$ cat src/rtl/sr_drv_pkg.sv
// Shared types and helpers for the SR latch driver: command opcodes,
// controller states and the per-opcode expected-Q / drive-select rules.
package sr_drv_pkg;

    typedef enum logic [1:0] {
        OP_NOP = 2'b00,
        OP_SET = 2'b01,
        OP_RST = 2'b10,
        OP_TGL = 2'b11
    } op_e;

    typedef enum logic [1:0] {
        IDLE   = 2'b00,
        DRIVE  = 2'b01,
        SETTLE = 2'b10,
        CHECK  = 2'b11
    } state_e;

    // Q value the latch must show once the command has been applied.
    function automatic logic op_exp_q(input op_e op, input logic q_now);
        logic res;
        case (op)
            OP_SET:  res = 1'b1;
            OP_RST:  res = 1'b0;
            OP_TGL:  res = ~q_now;
            OP_NOP:  res = q_now;
            default: res = q_now;
        endcase
        return res;
    endfunction

    // 1 selects the S line, 0 selects the R line (only meaningful when driving).
    function automatic logic op_sel_s(input op_e op, input logic q_now);
        logic res;
        case (op)
            OP_SET:  res = 1'b1;
            OP_RST:  res = 1'b0;
            OP_TGL:  res = ~q_now;
            OP_NOP:  res = 1'b0;
            default: res = 1'b0;
        endcase
        return res;
    endfunction

    // NOP only checks the held value; every other opcode pulses a line.
    function automatic logic op_drives(input op_e op);
        return (op != OP_NOP);
    endfunction

    function automatic int unsigned max_u(input int unsigned a, input int unsigned b);
        return (a > b) ? a : b;
    endfunction

endpackage

$ cat src/rtl/sr_latch_driver_if.sv
// Command-side bundle of the SR latch driver: valid/ready handshake,
// opcode, and the completion / status report back to the command source.
interface sr_latch_driver_if #(
    parameter int unsigned ERR_W = 8
);
    logic             cmd_valid;
    logic             cmd_ready;
    logic [1:0]       cmd_op;
    logic             done;
    logic             err;
    logic             q_seen;
    logic [ERR_W-1:0] err_count;

    // Command source side.
    modport master (
        output cmd_valid,
        output cmd_op,
        input  cmd_ready,
        input  done,
        input  err,
        input  q_seen,
        input  err_count
    );

    // Driver side.
    modport slave (
        input  cmd_valid,
        input  cmd_op,
        output cmd_ready,
        output done,
        output err,
        output q_seen,
        output err_count
    );
endinterface

$ cat src/rtl/sr_pulse_timer.sv
// Loadable down-counter timing both the pulse and settle intervals.
// A load of N gives N+1 cycles before the zero flag is seen by the FSM.
module sr_pulse_timer #(
    parameter int unsigned CNT_W = 2
) (
    input  logic             clk,
    input  logic             rst,
    input  logic             load,
    input  logic [CNT_W-1:0] value,
    output logic             zero
);

    logic [CNT_W-1:0] count_r;

    // Load on request, otherwise count down to zero and rest there.
    always_ff @(posedge clk) begin
        if (rst) begin
            count_r <= {CNT_W{1'b0}};
        end else if (load) begin
            count_r <= value;
        end else if (count_r != {CNT_W{1'b0}}) begin
            count_r <= count_r - CNT_W'(1'b1);
        end else begin
            count_r <= count_r;
        end
    end

    assign zero = (count_r == {CNT_W{1'b0}});

endmodule

$ cat src/rtl/sr_latch_driver.sv
// Clocked initiator for an SR latch: accepts SET/RESET/TOGGLE/NOP commands,
// drives a single fixed-width S or R pulse, waits for the latch to settle,
// reads Q back and reports pass/mismatch. S and R are derived from one
// select bit gated by the DRIVE state, so both can never be high together.
module sr_latch_driver
    import sr_drv_pkg::*;
#(
    parameter int unsigned PULSE_W  = 2,
    parameter int unsigned SETTLE_W = 2,
    parameter int unsigned ERR_W    = 8
) (
    input  logic                     clk,
    input  logic                     rst,
    sr_latch_driver_if.slave         bus,
    output logic                     s_out,
    output logic                     r_out,
    input  logic                     q_in
);

    localparam int unsigned      CNT_W     = $clog2(max_u(PULSE_W, SETTLE_W) + 32'd1);
    localparam logic [CNT_W-1:0] PULSE_LD  = CNT_W'(PULSE_W - 32'd1);
    localparam logic [CNT_W-1:0] SETTLE_LD = CNT_W'(SETTLE_W - 32'd1);
    localparam logic [ERR_W-1:0] ERR_MAX   = {ERR_W{1'b1}};

    if (PULSE_W < 32'd1) begin : g_bad_pulse_w
        $error("sr_latch_driver: PULSE_W must be at least 1");
    end
    if (SETTLE_W < 32'd1) begin : g_bad_settle_w
        $error("sr_latch_driver: SETTLE_W must be at least 1");
    end
    if (ERR_W < 32'd1) begin : g_bad_err_w
        $error("sr_latch_driver: ERR_W must be at least 1");
    end

    state_e           state_r,     state_s;
    logic             exp_q_r,     exp_q_s;
    logic             sel_s_r,     sel_s_s;
    logic             s_out_r,     s_out_s;
    logic             r_out_r,     r_out_s;
    logic             cmd_ready_r, cmd_ready_s;
    logic             done_r,      done_s;
    logic             err_r,       err_s;
    logic             q_seen_r,    q_seen_s;
    logic [ERR_W-1:0] err_cnt_r,   err_cnt_s;

    logic             accept_s;
    op_e              op_s;
    logic             tmr_load_s;
    logic [CNT_W-1:0] tmr_value_s;
    logic             tmr_zero_s;

    assign op_s     = op_e'(bus.cmd_op);
    assign accept_s = bus.cmd_valid && cmd_ready_r;

    sr_pulse_timer #(
        .CNT_W (CNT_W)
    ) u_timer (
        .clk   (clk),
        .rst   (rst),
        .load  (tmr_load_s),
        .value (tmr_value_s),
        .zero  (tmr_zero_s)
    );

    // Next-state, next-output and timer-load decisions for the command FSM.
    always_comb begin
        state_s     = state_r;
        exp_q_s     = exp_q_r;
        sel_s_s     = sel_s_r;
        done_s      = 1'b0;
        err_s       = 1'b0;
        q_seen_s    = q_seen_r;
        err_cnt_s   = err_cnt_r;
        tmr_load_s  = 1'b0;
        tmr_value_s = PULSE_LD;

        case (state_r)
            IDLE: begin
                if (accept_s) begin
                    // Opcode and Q are captured only here; later changes are ignored.
                    exp_q_s    = op_exp_q(op_s, q_in);
                    sel_s_s    = op_sel_s(op_s, q_in);
                    tmr_load_s = 1'b1;
                    if (op_drives(op_s)) begin
                        state_s     = DRIVE;
                        tmr_value_s = PULSE_LD;
                    end else begin
                        state_s     = SETTLE;
                        tmr_value_s = SETTLE_LD;
                    end
                end else begin
                    state_s = IDLE;
                end
            end

            DRIVE: begin
                if (tmr_zero_s) begin
                    state_s     = SETTLE;
                    tmr_load_s  = 1'b1;
                    tmr_value_s = SETTLE_LD;
                end else begin
                    state_s = DRIVE;
                end
            end

            SETTLE: begin
                if (tmr_zero_s) begin
                    state_s = CHECK;
                end else begin
                    state_s = SETTLE;
                end
            end

            CHECK: begin
                state_s  = IDLE;
                q_seen_s = q_in;
                done_s   = 1'b1;
                if (q_in != exp_q_r) begin
                    err_s = 1'b1;
                    if (err_cnt_r != ERR_MAX) begin
                        err_cnt_s = err_cnt_r + ERR_W'(1'b1);
                    end else begin
                        err_cnt_s = err_cnt_r;
                    end
                end else begin
                    err_s = 1'b0;
                end
            end

            default: begin
                state_s = IDLE;
            end
        endcase

        // Line drive follows the state being entered, so the pulse and the
        // ready flag line up with the state the FSM will be in next cycle.
        s_out_s     = (state_s == DRIVE) &&  sel_s_s;
        r_out_s     = (state_s == DRIVE) && !sel_s_s;
        cmd_ready_s = (state_s == IDLE);
    end

    // State and registered outputs; reset discards any in-flight command.
    always_ff @(posedge clk) begin
        if (rst) begin
            state_r     <= IDLE;
            exp_q_r     <= 1'b0;
            sel_s_r     <= 1'b0;
            s_out_r     <= 1'b0;
            r_out_r     <= 1'b0;
            cmd_ready_r <= 1'b1;
            done_r      <= 1'b0;
            err_r       <= 1'b0;
            q_seen_r    <= 1'b0;
            err_cnt_r   <= {ERR_W{1'b0}};
        end else begin
            state_r     <= state_s;
            exp_q_r     <= exp_q_s;
            sel_s_r     <= sel_s_s;
            s_out_r     <= s_out_s;
            r_out_r     <= r_out_s;
            cmd_ready_r <= cmd_ready_s;
            done_r      <= done_s;
            err_r       <= err_s;
            q_seen_r    <= q_seen_s;
            err_cnt_r   <= err_cnt_s;
        end
    end

    assign s_out         = s_out_r;
    assign r_out         = r_out_r;
    assign bus.cmd_ready = cmd_ready_r;
    assign bus.done      = done_r;
    assign bus.err       = err_r;
    assign bus.q_seen    = q_seen_r;
    assign bus.err_count = err_cnt_r;

endmodule
$ cat src/flat_wrapper.sv
// flat-port wrapper written by rule: the top's interface ports become plain ports
module sr_latch_driver_flat import sr_drv_pkg::*;
#(
    parameter int unsigned PULSE_W  = 2,
    parameter int unsigned SETTLE_W = 2,
    parameter int unsigned ERR_W    = 8
)
  (clk, rst, s_out, r_out, q_in, bus_cmd_valid, bus_cmd_op, bus_cmd_ready, bus_done, bus_err, bus_q_seen, bus_err_count);
  sr_latch_driver_if #(.ERR_W(ERR_W)) bus_i ();
  input  logic clk;
  input  logic rst;
  output logic s_out;
  output logic r_out;
  input  logic q_in;
  input wire logic [$bits(bus_i.cmd_valid)-1:0] bus_cmd_valid;
  input wire logic [$bits(bus_i.cmd_op)-1:0] bus_cmd_op;
  output wire logic [$bits(bus_i.cmd_ready)-1:0] bus_cmd_ready;
  output wire logic [$bits(bus_i.done)-1:0] bus_done;
  output wire logic [$bits(bus_i.err)-1:0] bus_err;
  output wire logic [$bits(bus_i.q_seen)-1:0] bus_q_seen;
  output wire logic [$bits(bus_i.err_count)-1:0] bus_err_count;
  assign bus_i.cmd_valid = bus_cmd_valid;
  assign bus_i.cmd_op = bus_cmd_op;
  assign bus_cmd_ready = bus_i.cmd_ready;
  assign bus_done = bus_i.done;
  assign bus_err = bus_i.err;
  assign bus_q_seen = bus_i.q_seen;
  assign bus_err_count = bus_i.err_count;
  sr_latch_driver #(.PULSE_W(PULSE_W), .SETTLE_W(SETTLE_W), .ERR_W(ERR_W)) u_core (.clk(clk), .rst(rst), .bus(bus_i), .s_out(s_out), .r_out(r_out), .q_in(q_in));
endmodule
$ cat config.mk
export PLATFORM = sky130hd
export DESIGN_NAME = sr_latch_driver_flat
export DESIGN_NICKNAME = d
export VERILOG_FILES = /design/src/rtl/sr_drv_pkg.sv /design/src/rtl/sr_latch_driver_if.sv /design/src/rtl/sr_pulse_timer.sv /design/src/rtl/sr_latch_driver.sv /design/src/flat_wrapper.sv
export SDC_FILE = /design/constraint.sdc
export NUM_CORES = 1
export LEC_CHECK = 0
export ABC_AREA = 1
export CORE_MARGIN = 5
export CORE_UTILIZATION = 44
export CTS_CLUSTER_DIAMETER = 60
export DETAILED_ROUTE_END_ITERATION = 16
export PLACE_DENSITY = 0.73
export SLEW_MARGIN = 10
export SYNTH_ARGS = -nofsm -noshare
export SYNTH_HDL_FRONTEND = slang
export SYNTH_SLANG_ARGS = --single-unit
$ cat constraint.sdc
create_clock -name clk -period 1.2 [get_ports clk]
set_input_delay 0.18 -clock clk [delete_from_list [all_inputs] [get_ports clk]]
set_output_delay 0.18 -clock clk [all_outputs]
set_load 0.02 [all_outputs]
# [Yosys cells after proc, flatten, opt, wreduce, memory -nomap -nowiden]
# Index checks and enable logic that the tools add are counted.
[op_classes] addsub=2 reduce_logical=16 eq_ne=9 n_mux=16 bitwise=2
[ops] operator="two-way mux 1 bit" n=9
[ops] operator="adder 8 x 1 -> 8 bit (second input constant)" n=1
[ops] operator="== test 2 bit (second input constant)" n=4
[ops] operator="logical NOT 2 bit" n=4
[ops] operator="!= test 8 bit (second input constant)" n=1
[ops] operator="case mux 2 bit (4 select lines)" n=1
[ops] operator="== test 2 x 1 -> 1 bit (second input constant)" n=3
[ops] operator="two-way mux 2 bit" n=3
[ops] operator="nonzero test 2 bit" n=3
[ops] operator="OR reduction 2 bit" n=3
[ops] operator="case mux 1 bit (4 select lines)" n=1
[ops] operator="logical AND 1 bit" n=3
[ops] operator="case mux 1 bit (3 select lines)" n=1
[ops] operator="AND reduction 3 bit" n=1
[ops] operator="inverter 1 bit" n=2
[ops] operator="case mux 1 bit (2 select lines)" n=1
[ops] operator="AND reduction 2 bit" n=1
[ops] operator="subtractor 2 x 1 -> 2 bit (second input constant)" n=1
[ops] operator="logical NOT 1 bit" n=1
[ops] operator="!= test 1 bit" n=1
[word_totals] input_bits=6 word_cells=57 regBits=20 out_inout_bits=14

# [Depth between registers and ports, before layout]
[logic_depth] word_depth=7 depth_mapped=9 mapped_depth_nobuf=9

# [Cells and area by module]
# From an unflattened synthesis, not the netlist that was laid out.
[unflattened] cells_unflattened=150 hier_area_um2=1008.5
[by_module_without_submodules] mod="sr_latch_driver" cells_each=133 area_each_um2=894.6 instances=1
[by_module_without_submodules] mod="sr_pulse_timer" cells_each=17 area_each_um2=113.9 instances=1

# [Least setup slack after synthesis]
# Ideal clock, no wire load.
[synth_timing] path_type="reg-to-reg" start="register u_core.err_cnt_r[0], in the netlist u_core.bus.err_count[0]" end="register u_core.err_cnt_r[5], in the netlist u_core.bus.err_count[5]" required_ps=1087 arrival_ps=1263 setup_slack_ps=-176 n_path_buf=0 stages_incl_launch_ff=9 setup_ps=113 path_cell_list="dfxtp_1 -> ha_1 -> nand2_2 -> nor2_2 -> nand2_1 -> nand2_1 -> nor2_1 -> nor2_1 -> nor2_1"
[synth_between] elab_chain_len=2 elab_cells_between_ends=3
[synth_rtl] item="start, declared" line_no="sr_latch_driver.sv:44" source="logic [ERR_W-1:0] err_cnt_r, err_cnt_s;"
[synth_rtl] item="start signal, assigned" line_no="sr_latch_driver.sv:154" source="err_cnt_r <= {ERR_W{1'b0}};"
[synth_rtl] item="start signal, assigned" line_no="sr_latch_driver.sv:165" source="err_cnt_r <= err_cnt_s;"
[synth_rtl] item="parallel branches: the longest is 2 deep, another holds adder 8 x 1 -> 8 bit"
# Several ways; the timed one is not identified.
# A chain may end at the register's enable or synchronous reset.

# [Worst setup path after layout]
# Ends and elaborated chain as after synthesis.

==> qor.csv <==
stage;metric;value;unit
grt;grt_pass1_vias;933;
routing;num_vias;950;
cts;cts_buffers;3;
timing;whs;0.536;ns
layout;fillCellCount;199;
cts;clk_pin_slew;0.11;ns
critical_path;worst-endpoint-required;1.40;ns
floorplanning;initial_utilization;45.1;%
critical_path;critical_path.max_fanout;4;
layout;layout_commonest_cell;nand2_1;
yosys;synth_nets;146;
timing;final.setup.tns;-0.00336;ns
timing;rsz0062_at_grt;true;
routing;vias_per_cell;4.73;
critical_path;path_class;reg2reg;
critical_path;crit_path_start_kind;register;
job;max_cap_violations;0;
cts;postCtsSetupRepairBufs;0;
pwr;vdd_ir_drop_max;0.00123;V
floorplanning;ios;20;
layout;fin_area;1400;sq um
routing;drt_wl_total;2250;um
cts;clk_path_buf_depth;2;
pwr;p_per_area;1560;nW/um^2
layout;fin_cells;201;
status;violations;negative setup slack;
layout;diodes;0;
cts;htree_levels;1;
cts;cts_hold_repair.buffers;0;
timing;fmax;831;MHz
yosys;synth_seq_cells;20;
status;outcome;finished, violations left;
timing;period_share;100;%
yosys;netlist_area;970;sq um
layout;mostFrequentLayoutCells;nand2_1, inv_1, nor2_1;
timing;layout_setup_ws;-0.00336;ns
placed_design;dp_hpwl;1670;um
timing;hold_viol_final;0;
timing;setup_viol;1;
cts;cts_root_buf;clkbuf_4;
floorplanning;num_rows;17;
routing;final_antenna_net_count;0;
grt;antenna_found_initial;0;
floorplanning;dieArea;3240;sq um
grt;grt_max_degree;12;
timing;worst_clock_skew;0.00319;ns
critical_path;critPathCaptureType;register;
cts;clock_sinks;20;
routing;dr.pass1.iters;4;
yosys;synth_area_leaders;dfxtp_1, nand2_1, nor2_1;
cts;cts_tree;yes;
layout;drive_above_1_share;32.9;%
timing;worst_pin_slew;0.285;ns
pwr;power;0.00219;W
cts;clk_latency;0.29;ns
pwr;p_leak;0.632;nW
routing;drt_first_iter_violations;9;
yosys;syn_inst;138;
routing;routedWlPerCell;11.2;um
grt;grt_usage;13.3;%
yosys;yosysSeqAreaShare;41.3;%
floorplanning;die_h;56.9;um
grt;grt_first_pass_wirelength;3520;um
layout;syn2layout_area_growth;44.8;%
layout;regArea;414;sq um
yosys;synth_cell_type_count;22;
grt;grt_remaining_overflow;0;
placed_design;dpl-instance-area;1300;sq um
timing;drv_slew;0;
routing;drc;0;
yosys;ys_warn_count;0;
timing;post-route-min-period;1.20;ns
layout;final_nets;182;
placed_design;io_buffer_count;19;
placed_design;placed_cells;196;
floorplanning;design.core.area;2150;sq um
timing;relSlewSlack;81.0;%
placed_design;gp_congestion;0.798;
yosys;synth_top_area_cell;dfxtp_1;
yosys;synth_top_area_share;41.3;%
critical_path;crit_arrival;1.40;ns
floorplanning;die_w;56.9;um
layout;multi_input_area;598;sq um
yosys;syn_avg_cell_area;7.03;sq um
hold_path;min_path_type;reg2reg;
[through the flow]
step	setup WS [ns]	util, %
after floorplan	0.00463	-
after global placement	-0.241	60.6
after detailed placement	-0.281	60.6
after CTS	-0.0310	62.7
after global routing	-0.116	65.3
final	-0.00336	65.3
[report_power, final]
group,switching (W),total (W),internal [W]
clock,0.000194,0.000315,0.000121
combinational,0.000559,0.000991,0.000432
sequential,0.0000867,0.000882,0.000795
total,0.000840,0.00219,0.00135
[worst paths after layout]
check	startpoint	endpoint	slack, ns	cells after the start
setup reg to reg	u_core.bus.err_count[0]	u_core.bus.err_count[5]	-0.003	8
hold / removal	u_core.sel_s_r	u_core.sel_s_r	0.54	2
hold reg to reg	u_core.sel_s_r	u_core.sel_s_r	0.54	2
setup / recovery	u_core.bus.err_count[0]	u_core.bus.err_count[5]	-0.003	8
[worst max-delay path, stage by stage, from the launching register on]
cell	delay (ns)
dfxtp_4	0.39
ha_4	0.15
nand2_4	0.06
nor2_4	0.14
nand2_2	0.09
nand2_2	0.10
nor2_2	0.04
nor2_1	0.08
nor2_1	0.05
[what timing repair did]
action                                  in CTS  in global routing
resized for setup                           26                 29
hold endpoints to repair                     0                  0
pin swaps                                    5                  8
endpoints found under the setup margin      24                 21
gates cloned                                 1                  0
[final cells by class]
cell class              count  share of cell area [%]
repair buffers             31                    18.2
flip-flops and latches     20                    29.5
multi-input cells          98                    42.6
clock buffers               3                    1.60
well taps                  28                    2.50
clock inverters             1                   0.267
inverters                  20                    5.35
[routing by layer]
metal	track usage (%)	wire length [um]	up-vias
li1	-	-	503
met1	12.8	911	428
met2	27.2	1220	15
met3	2.49	80	4
met4	4.97	40	0
met5	0	0	-
[logic make-up (layout without fill, tap and decap cells)]
| family | count (synthesis) | after routing | share of synthesized area, % |
|---|---|---|---|
| XOR/XNOR | 1 | 1 | 0.903 |
| flip-flops | 20 | 20 | 41.3 |
| adder cells (fa/ha/maj) | 2 | 2 | 2.58 |
| AND/OR/NAND/NOR | 76 | 76 | 35.7 |
| AO/OA/AOI/OAI | 18 | 19 | 11.0 |
| buffers and inverters | 21 | 55 | 8.52 |
[Yosys cell counts, drive strengths merged]
master  number
or2          1
o21ai        7
dfxtp       20
nor2        23
clkbuf       1
nand2       35
nor3         4
xnor2        1
a21oi        9
ha           2
nand3       12
o31ai        1
nor3b        1
o21bai       1
inv         20
[registers in the layout, indices dropped and copies added, names as in the netlist]
signal / flops
u_core.bus.cmd_ready: 1
u_core.bus.err_count: 8
u_core.state_r: 2
u_core.s_out: 1
u_core.u_timer.count_r: 2
u_core.bus.err: 1
u_core.sel_s_r: 1
u_core.exp_q_r: 1
u_core.bus.done: 1
u_core.r_out: 1
u_core.bus.q_seen: 1
(Power assumes the default switching activity.)
